File: config.mk
export PLATFORM = sky130hd
export DESIGN_NAME = instr_fetch
export DESIGN_NICKNAME = d
export VERILOG_FILES = /design/src/rtl/instr_fetch_pkg.sv /design/src/rtl/instr_fetch_fifo.sv /design/src/rtl/instr_fetch.sv
export SDC_FILE = /design/constraint.sdc
export NUM_CORES = 1
export LEC_CHECK = 0
export BUFFER_PORTS_ARGS = -buffer_cell sky130_fd_sc_hd__buf_2
export CAP_MARGIN = 20
export CORE_UTILIZATION = 60
export CTS_BUF_LIST = sky130_fd_sc_hd__clkbuf_2 sky130_fd_sc_hd__clkbuf_4 sky130_fd_sc_hd__clkbuf_8
export DETAILED_ROUTE_END_ITERATION = 6
export MAX_ROUTING_LAYER = met4
export PLACE_DENSITY = 0.93
export SLEW_MARGIN = 10
export SYNTH_ARGS = -nofsm -noshare
export SYNTH_HDL_FRONTEND = slang
export SYNTH_SLANG_ARGS = --single-unit
File: constraint.sdc
create_clock -name clk -period 4.4 [get_ports clk]
set_clock_uncertainty 0.15 [all_clocks]
set_input_delay 0.22 -clock clk [delete_from_list [all_inputs] [get_ports clk]]
set_output_delay 0.22 -clock clk [all_outputs]
set_load 0.05 [all_outputs]
File: src/rtl/instr_fetch_pkg.sv
// instr_fetch_pkg: shared types and constants for the instruction fetch unit.
//   u1/u6/u32      : plain scalar/vector aliases used across the core
//   fetch_state_t  : RUN (no stale responses pending) / DRAIN (discarding stale responses)
//   INSTR_BYTES    : byte stride between consecutive instruction words
//   word_align()   : clears the byte-offset bits of an address
package instr_fetch_pkg;

    typedef logic        u1;
    typedef logic [5:0]  u6;
    typedef logic [31:0] u32;

    typedef enum logic {
        RUN   = 1'b0,
        DRAIN = 1'b1
    } fetch_state_t;

    localparam u32 INSTR_BYTES = 32'd4;

    function automatic u32 word_align(input u32 addr);
        return {addr[31:2], 2'b00};
    endfunction

endpackage

File: src/rtl/instr_fetch_fifo.sv
// instr_fetch_fifo: small synchronous FIFO holding {pc, word} entries for the fetch unit.
// Ports:
//   clk, reset   : clock, synchronous active-high reset
//   i_clear      : synchronous flush; wins over push and pop
//   i_push       : write i_wdata (caller guarantees space, or a same-cycle pop)
//   i_pop        : drop the head entry (ignored when empty)
//   i_wdata      : entry to write
//   o_rdata      : head entry (registered storage, no bypass)
//   o_count      : number of stored entries
//   o_empty      : no entries
//   o_full       : DEPTH entries stored
module instr_fetch_fifo #(
    parameter int DEPTH = 4,
    parameter int W     = 64,
    localparam int AW   = $clog2(DEPTH),
    localparam int CW   = $clog2(DEPTH) + 1
) (
    input  logic          clk,
    input  logic          reset,
    input  logic          i_clear,
    input  logic          i_push,
    input  logic          i_pop,
    input  logic [W-1:0]  i_wdata,
    output logic [W-1:0]  o_rdata,
    output logic [CW-1:0] o_count,
    output logic          o_empty,
    output logic          o_full
);

    logic [W-1:0]  r_mem [DEPTH];
    logic [AW-1:0] r_wr_ptr;
    logic [AW-1:0] r_rd_ptr;
    logic [CW-1:0] r_count;

    logic w_do_push;
    logic w_do_pop;

    assign o_empty   = (r_count == '0);
    assign o_full    = (r_count == CW'(DEPTH));
    assign o_count   = r_count;
    assign o_rdata   = r_mem[r_rd_ptr];

    assign w_do_pop  = i_pop && !o_empty && !i_clear;
    assign w_do_push = i_push && !i_clear;

    // DEPTH is a power of two, so the pointers wrap naturally.
    always_ff @(posedge clk) begin
        if (reset || i_clear) begin
            r_wr_ptr <= '0;
            r_rd_ptr <= '0;
            r_count  <= '0;
        end else begin
            if (w_do_push) begin
                r_wr_ptr <= r_wr_ptr + AW'(1);
            end
            if (w_do_pop) begin
                r_rd_ptr <= r_rd_ptr + AW'(1);
            end
            r_count <= r_count + CW'(w_do_push) - CW'(w_do_pop);
        end
    end

    // Storage needs no reset: only entries below r_count are ever observed.
    always_ff @(posedge clk) begin
        if (w_do_push && !reset) begin
            r_mem[r_wr_ptr] <= i_wdata;
        end
    end

endmodule

File: src/rtl/instr_fetch.sv
// instr_fetch: instruction fetch unit for the single-cycle MIPS core.
// Holds the fetch PC, issues word requests to instruction memory, buffers the
// in-order responses and presents the head instruction to the decoder.
// Ports:
//   clk, reset                      : clock, synchronous active-high reset
//   imem_req_valid/ready/addr       : request channel to instruction memory
//   imem_resp_valid/data            : in-order response channel (no backpressure)
//   instr_valid/ready, instr,
//   instr_pc, op                    : head instruction towards the decoder
//   redirect, redirect_pc           : taken branch / jump; flush and refetch
//   dbg_state                       : 1 while stale responses are being discarded
//
// Handshakes: a transfer happens in a cycle where valid and ready are both 1 at
// the rising edge. Valid never depends on ready. The response channel has no
// ready; every imem_resp_valid cycle is one response, returned in request order.
module instr_fetch
    import instr_fetch_pkg::*;
#(
    parameter logic [31:0] RESET_PC = 32'h0000_0000,
    parameter int          DEPTH    = 4
) (
    input  logic        clk,
    input  logic        reset,
    output logic        imem_req_valid,
    input  logic        imem_req_ready,
    output logic [31:0] imem_req_addr,
    input  logic        imem_resp_valid,
    input  logic [31:0] imem_resp_data,
    output logic        instr_valid,
    input  logic        instr_ready,
    output logic [31:0] instr,
    output logic [31:0] instr_pc,
    output logic [5:0]  op,
    input  logic        redirect,
    input  logic [31:0] redirect_pc,
    output logic        dbg_state
);

    localparam int CW = $clog2(DEPTH) + 1;

    fetch_state_t  r_state;
    u32            r_fetch_pc;
    u32            r_resp_pc;       // pc of the next new-path response
    logic [CW-1:0] r_outstanding;
    logic [CW-1:0] r_drop_cnt;

    logic [CW-1:0] w_count;
    logic          w_empty;
    logic          w_full;
    logic [63:0]   w_head;
    logic          w_accept;
    logic          w_pop;
    logic          w_push;
    logic [CW-1:0] w_out_next;
    u32            w_redirect_pc;
    logic          w_unused_pc_lsbs;

    // Credit uses registered occupancy only: a pop in this cycle frees no slot
    // until the next one, keeping the request path free of decoder timing.
    assign imem_req_valid = !reset &&
        (({1'b0, w_count} + {1'b0, r_outstanding}) < (CW+1)'(DEPTH));
    assign imem_req_addr  = r_fetch_pc;

    assign w_accept      = imem_req_valid && imem_req_ready;
    assign w_pop         = !w_empty && instr_ready;
    // A response arriving together with a redirect belongs to the old path.
    assign w_push        = imem_resp_valid && (r_state == RUN) && !redirect &&
                           (!w_full || w_pop);
    assign w_out_next    = r_outstanding + CW'(w_accept) - CW'(imem_resp_valid);
    assign w_redirect_pc = word_align(redirect_pc);
    assign w_unused_pc_lsbs = ^redirect_pc[1:0];

    instr_fetch_fifo #(
        .DEPTH (DEPTH),
        .W     (64)
    ) u_fifo (
        .clk     (clk),
        .reset   (reset),
        .i_clear (redirect),
        .i_push  (w_push),
        .i_pop   (w_pop),
        .i_wdata ({r_resp_pc, imem_resp_data}),
        .o_rdata (w_head),
        .o_count (w_count),
        .o_empty (w_empty),
        .o_full  (w_full)
    );

    always_ff @(posedge clk) begin
        if (reset) begin
            r_state       <= RUN;
            r_fetch_pc    <= RESET_PC;
            r_resp_pc     <= RESET_PC;
            r_outstanding <= '0;
            r_drop_cnt    <= '0;
        end else begin
            r_outstanding <= w_out_next;
            if (w_accept) begin
                r_fetch_pc <= r_fetch_pc + INSTR_BYTES;
            end
            if (redirect) begin
                // Everything still in flight after this edge (including a
                // request accepted now) is old-path and must be discarded.
                r_fetch_pc <= w_redirect_pc;
                r_resp_pc  <= w_redirect_pc;
                r_drop_cnt <= w_out_next;
                r_state    <= (w_out_next != '0) ? DRAIN : RUN;
            end else begin
                case (r_state)
                    RUN: begin
                        if (imem_resp_valid) begin
                            r_resp_pc <= r_resp_pc + INSTR_BYTES;
                        end
                    end
                    DRAIN: begin
                        if (imem_resp_valid) begin
                            r_drop_cnt <= r_drop_cnt - CW'(1);
                            if (r_drop_cnt == CW'(1)) begin
                                r_state <= RUN;
                            end
                        end
                    end
                    default: r_state <= RUN;
                endcase
            end
        end
    end

    assign instr_valid = !w_empty;
    assign instr       = w_empty ? 32'h0 : w_head[31:0];
    assign instr_pc    = w_empty ? 32'h0 : w_head[63:32];
    assign op          = instr[31:26];
    assign dbg_state   = (r_state == DRAIN);

endmodule

Yosys cells after proc, flatten, opt, wreduce, memory -nomap -nowiden
Memory sizes are Yosys's and may differ from the RTL's. A register that Yosys moved wholly into a read port is not among the register bits.
Cells that the tools add are included.
- flip-flop bits (word level): 78
- bits in latches: 0
- memories kept: 1
- memory bits (writable): 256
- word-level logic and storage cells: 70
- bits in read-only memories: 0
- bits of input ports: 70
- output and inout port bits: 105
- memory list (memory ; depth ; bits a word ; read ports ; clocked after Yosys merged registers in ; wr ports ; RTL line ; source):
    u_fifo.r_mem ; 4 ; 64 ; 1 ; 1 ; 1 ; instr_fetch_fifo.sv:30 ; logic [W-1:0] r_mem [DEPTH];
- muxes and demuxes: 19
- bitwise logic cells: 1
- reductions and logical operators: 25
- add/sub/neg operators: 10
- $mul: 0
- equality and inequality tests: 3
- shift-type cells: 0
- div/mod/pow operators: 0
- order comparisons: 1
- operators with widths (operator ; count):
    $mux 32 ; 7
    $add 32x3->32 const B ; 2
    $logic_and 1x1->1 ; 10
    $mux 3 ; 3
    $mux 1 ; 7
    $add 3x1->3 ; 2
    $reduce_and 2->1 ; 3
    $reduce_bool 2->1 ; 3
    $sub 3x1->3 ; 2
    $add 2x1->2 const B ; 2
    $add 3x3->4 ; 1
    $logic_not 1->1 ; 4
    $lt 4x3->1 const B ; 1
    $mux 2 ; 2
    $eq 3x1->1 const B ; 1
    $eq 3x3->1 const B ; 1
    $logic_not 3->1 ; 1
    $reduce_bool 3->1 ; 1
    $sub 3x1->3 const B ; 1
    $logic_or 1x1->1 ; 2
    $ne 2x2->1 const B ; 1
    $reduce_or 2->1 ; 1
    $not 1->1 ; 1

Longest topological paths before layout
- depth after elaboration: 9
- mapped depth: 13
- depth with buffers taken out: 12

Modules after synthesis
A second synthesis with hierarchy kept.
- cell total of the unflattened synthesis: 959
- area total of the unflattened synthesis: 14292.5 um^2
- by module, submodules not included (module ; seq. area each (um^2) ; cells each ; area an instance (um^2) ; times used):
    instr_fetch_fifo ; 7867.5 ; 382 ; 9801.9 ; 1
    instr_fetch ; 1341.3 ; 577 ; 4490.6 ; 1

Worst setup path after synthesis
Ideal clock, no wire load.
- kind: register to register
- start: register r_state, in the netlist dbg_state
- end: memory u_fifo.r_mem[0][0] (enable)
- required time: 3.823 ns
- path buffers: 0
- clock period less this slack: 3.279 ns
- data arrival time: 2.703 ns
- cell stages (with the launch flop): 5
- library setup time: 0.427 ns
- path slack: 1.121 ns
- path through: dfxtp_1 > nor2b_1 > o41ai_1 > nor2_1 > and2_1
- word-level cells in the longest chain between the ends: 8
- ends and longest elaborated chain (element ; RTL line ; source):
    start: declaration ; instr_fetch.sv:41 ; fetch_state_t r_state;
    start signal: assignment ; instr_fetch.sv:107 ; r_state <= (w_out_next != '0) ? DRAIN : RUN;
    $not 1->1 ; - ;
    $logic_and 1x1->1 (3 in a row) ; instr_fetch.sv:67 ; assign w_push = imem_resp_valid && (r_state == RUN) && !redirect &&
    $logic_and 1x1->1 ; instr_fetch_fifo.sv:44 ; assign w_do_push = i_push && !i_clear;
    $logic_and 1x1->1 ; instr_fetch_fifo.sv:65 ; if (w_do_push && !reset) begin
    $mux 1 ; instr_fetch_fifo.sv:65 ;
    $mux 1 (not written as such) ; instr_fetch_fifo.sv:66 ; r_mem[r_wr_ptr] <= i_wdata;
    end: declaration ; instr_fetch_fifo.sv:30 ;
Every way passes these cells.

==> impl_results.md <==
- Leak: around 5.9 nW
- Vias in the first global route: just under 9,000
- Die X: between 150 and 200 µm
- Vias: approximately 8,300
- Iter 0 DRT Violations: just under 600
- CTS tree: done
- Area share of fa/ha/maj cells after synthesis: around 1.6%
- Most common cell after layout, fill and taps aside: edfxtp_1
- Clk Tree Root Cell: clkbuf_8
- CP Class: flip-flop to output port
- Largest family of logic cells by synthesized area: multiplexers
- Critical path fanouts, max: 34
- FF-to-FF Start: u_fifo.o_count[2]
- Mapped Cells: slightly below 900
- Worst path slowest cell: dfxtp_4
- FF-to-FF path depth: 12
- Wire per inst: between 15 and 20 µm
- Post-CTS setup buffer count: 0
- CTS clk-pin slew, worst paths: approximately 60 ps
- Largest net degree at the start of global routing: 66
- Worst-path cell chain: buf_4 -> mux4_2 -> and2_1 -> buf_2
- Pwr dens: roughly 410 mW/mm²
- H-tree levels: 2
- Slew margin rel.: about half
- Most frequent cells in the layout: edfxtp_1 (248), buf_2 (168), dfxtp_1 (74)
- Grt ovf: 0
- Clock sink total: roughly 320
- Longest Clk Path Bufs: 3
- Antenna diodes: 0
- Cts repair resizes: 0
- CP endpoint kind: output port
- Gr usage total: between 20% and 30%
- GP Congestion: 0.835
- Row count: 54
- Avg Inst Size Synth: 15.4 µm²
- First-pass GRT wire length: approximately 45 mm
- Max_cap viols: 0
- Area delta synth->final: 19.8%
- Core area: 0.0220 mm²
- Seq cells post-synth: between 300 and 400
- CP Data Arrival Time: around 2700 ps
- CTS Hold Bufs: between 60 and 70
- Fmax: between 300 and 400 MHz
- Final HPWL DP: ~17 mm
- Clock latency on the worst-skew pair: roughly 540 ps
- Filler cells: about 1,300
- Final Cycle Share: 70.3%
- Routed Wire Length: ~28 mm
- I/O pin total: approximately 180
- Async SR Flop Fraction: 0%
- Post-Place Cells: about 1,300
- Initial antenna violation count: 0
- R2R setup slack: 1380 ps
- Die H: between 150 and 200 µm
- Synth warn: 0
- Hold crit path type: input port to flip-flop
- Post-synth EDFFs: between 200 and 250
- Die ar.: approximately 0.023 mm²
- Netlist cell types: 45
- WHS Path Cells: 5
- Fin crit period: 3090 ps
- DRC: 14
- RSZ-0062 raised after global routing: false
- Post-route ant nets: 0
- Initial Utilization: 61.6%
- Reg2reg end: dbg_state
- Setup Total Neg Slack: 0 ps
- Synthesized area: 0.0136 mm²
- Worst path max stage delay: about 790 ps
- Violated checks: DRC
- Final net count: 1,216
- Slew @ Worst Pin: between 700 and 800 ps
- XOR/XNOR Fraction of Synth Area: under 10%
- Total CTS buffers: 50
- Hold Fails Final Rpt: 0
- Post-synthesis compound-gate area fraction: 4.80%
- Via density: between 5 and 6
- Non-filler instance count after layout: 1,441
- Fraction of layout cells with a size suffix above 1: between 20 and 30%
- Synth Area in Simple Gates: about a tenth
- Endpoints failing setup: 0
- Max rail drop VDD: about 0.25 mV
- Final Max Slew Viols: 0
- Startpoint type of the worst setup path: flip-flop
- Outcome: complete, but fails checks
- Initial DRT Pass Iterations: 7
- Sequential share of the synthesized area: 66.1%
- Req. time, crit path: 4030 ps
- Critical Path End: instr_pc[9]
- I/O Buffers: ~170
- Multiplexer area fraction after synthesis: 10.4%
- Main flop type after synthesis: edfxtp_1
==> per-stage QoR <==
stage	area [µm²]	setup slack [ps]	total power, mW	util (%)	hold WS [ps]
floorplan	13600	1120	3.99	-	169
global placement	14600	1380	4.15	66.5	282
detailed placement	14600	1330	4.17	66.5	287
CTS	16300	1170	6.66	73.8	6.93
global route	16300	1100	6.86	73.8	70.8
finish	16300	1310	6.63	73.8	45.5
==> synth_stat cells, types with 23 or more instances <==
cell type	count	area, µm²
nand3_1	23	115
xnor2_1	38	333
mux4_2	62	1400
dfxtp_1	76	1520
inv_1	47	176
a21oi_1	35	175
xor2_1	27	236
and2_1	70	438
clkbuf_1	30	113
a21boi_0	42	315
edfxtp_1	248	7450
nor2_1	27	101
==> power by group <==
group | switching [mW] | total [mW] | leakage, nW | internal, mW
Combinational | 0.441 | 0.687 | 2.53 | 0.246
Clock | 1.08 | 2.46 | 0.516 | 1.38
Sequential | 0.0976 | 3.48 | 2.89 | 3.38
==> layout make-up <==
type,count,area (µm²),share of cell area (%)
tap,280,350,2.15
inverter,47,176,1.08
clock buffer,69,868,5.34
multi-input combinational,462,4190,25.7
sequential,324,8970,55.2
clock inverter,14,118,0.723
timing repair buffer,245,1590,9.77
==> worst max-delay path, delay by kind of cell (launching register included) <==
family / cells / cell delay, ps
multiplexers: 1 / 530
flip-flops: 1 / 790
buffers and inverters: 2 / 640
AND/OR/NAND/NOR: 1 / 210
==> kinds of logic after synthesis <==
group	count (synthesis)
XOR/XNOR	65
buffers and inverters	101
adder cells (fa/ha/maj)	16
flip-flops	324
other	1
AO/OA/AOI/OAI	99
multiplexers	64
AND/OR/NAND/NOR	214
==> how the worst min path moves through the flow <==
stage	start	slack (ps)	to
floorplan	imem_resp_data[0]	170	u_fifo.r_mem[0][0]
global placement	imem_resp_data[3]	280	u_fifo.r_mem[2][3]
detailed placement	imem_resp_data[8]	290	u_fifo.r_mem[2][8]
CTS	imem_resp_valid	7	r_drop_cnt[1]
global route	imem_resp_valid	70	r_drop_cnt[1]
finish	imem_resp_valid	50	r_drop_cnt[2]
==> flip-flops by register name, indices dropped and copies added (netlist names), named ones only <==
name             count
u_fifo.r_rd_ptr      2
u_fifo.o_count       3
u_fifo.r_wr_ptr      2
r_resp_pc           30
r_drop_cnt           3
r_outstanding        3
dbg_state            1
imem_req_addr       30
u_fifo.r_mem       248
==> layer usage <==
layer,track usage [%],up-vias,routed length [µm]
met5,-,-,0
met4,6.90,0,376
met3,4.92,37,2090
met2,42.9,379,14300
met1,32.2,4104,11500
li1,-,3778,-
Power figures use the tool's default switching activity.
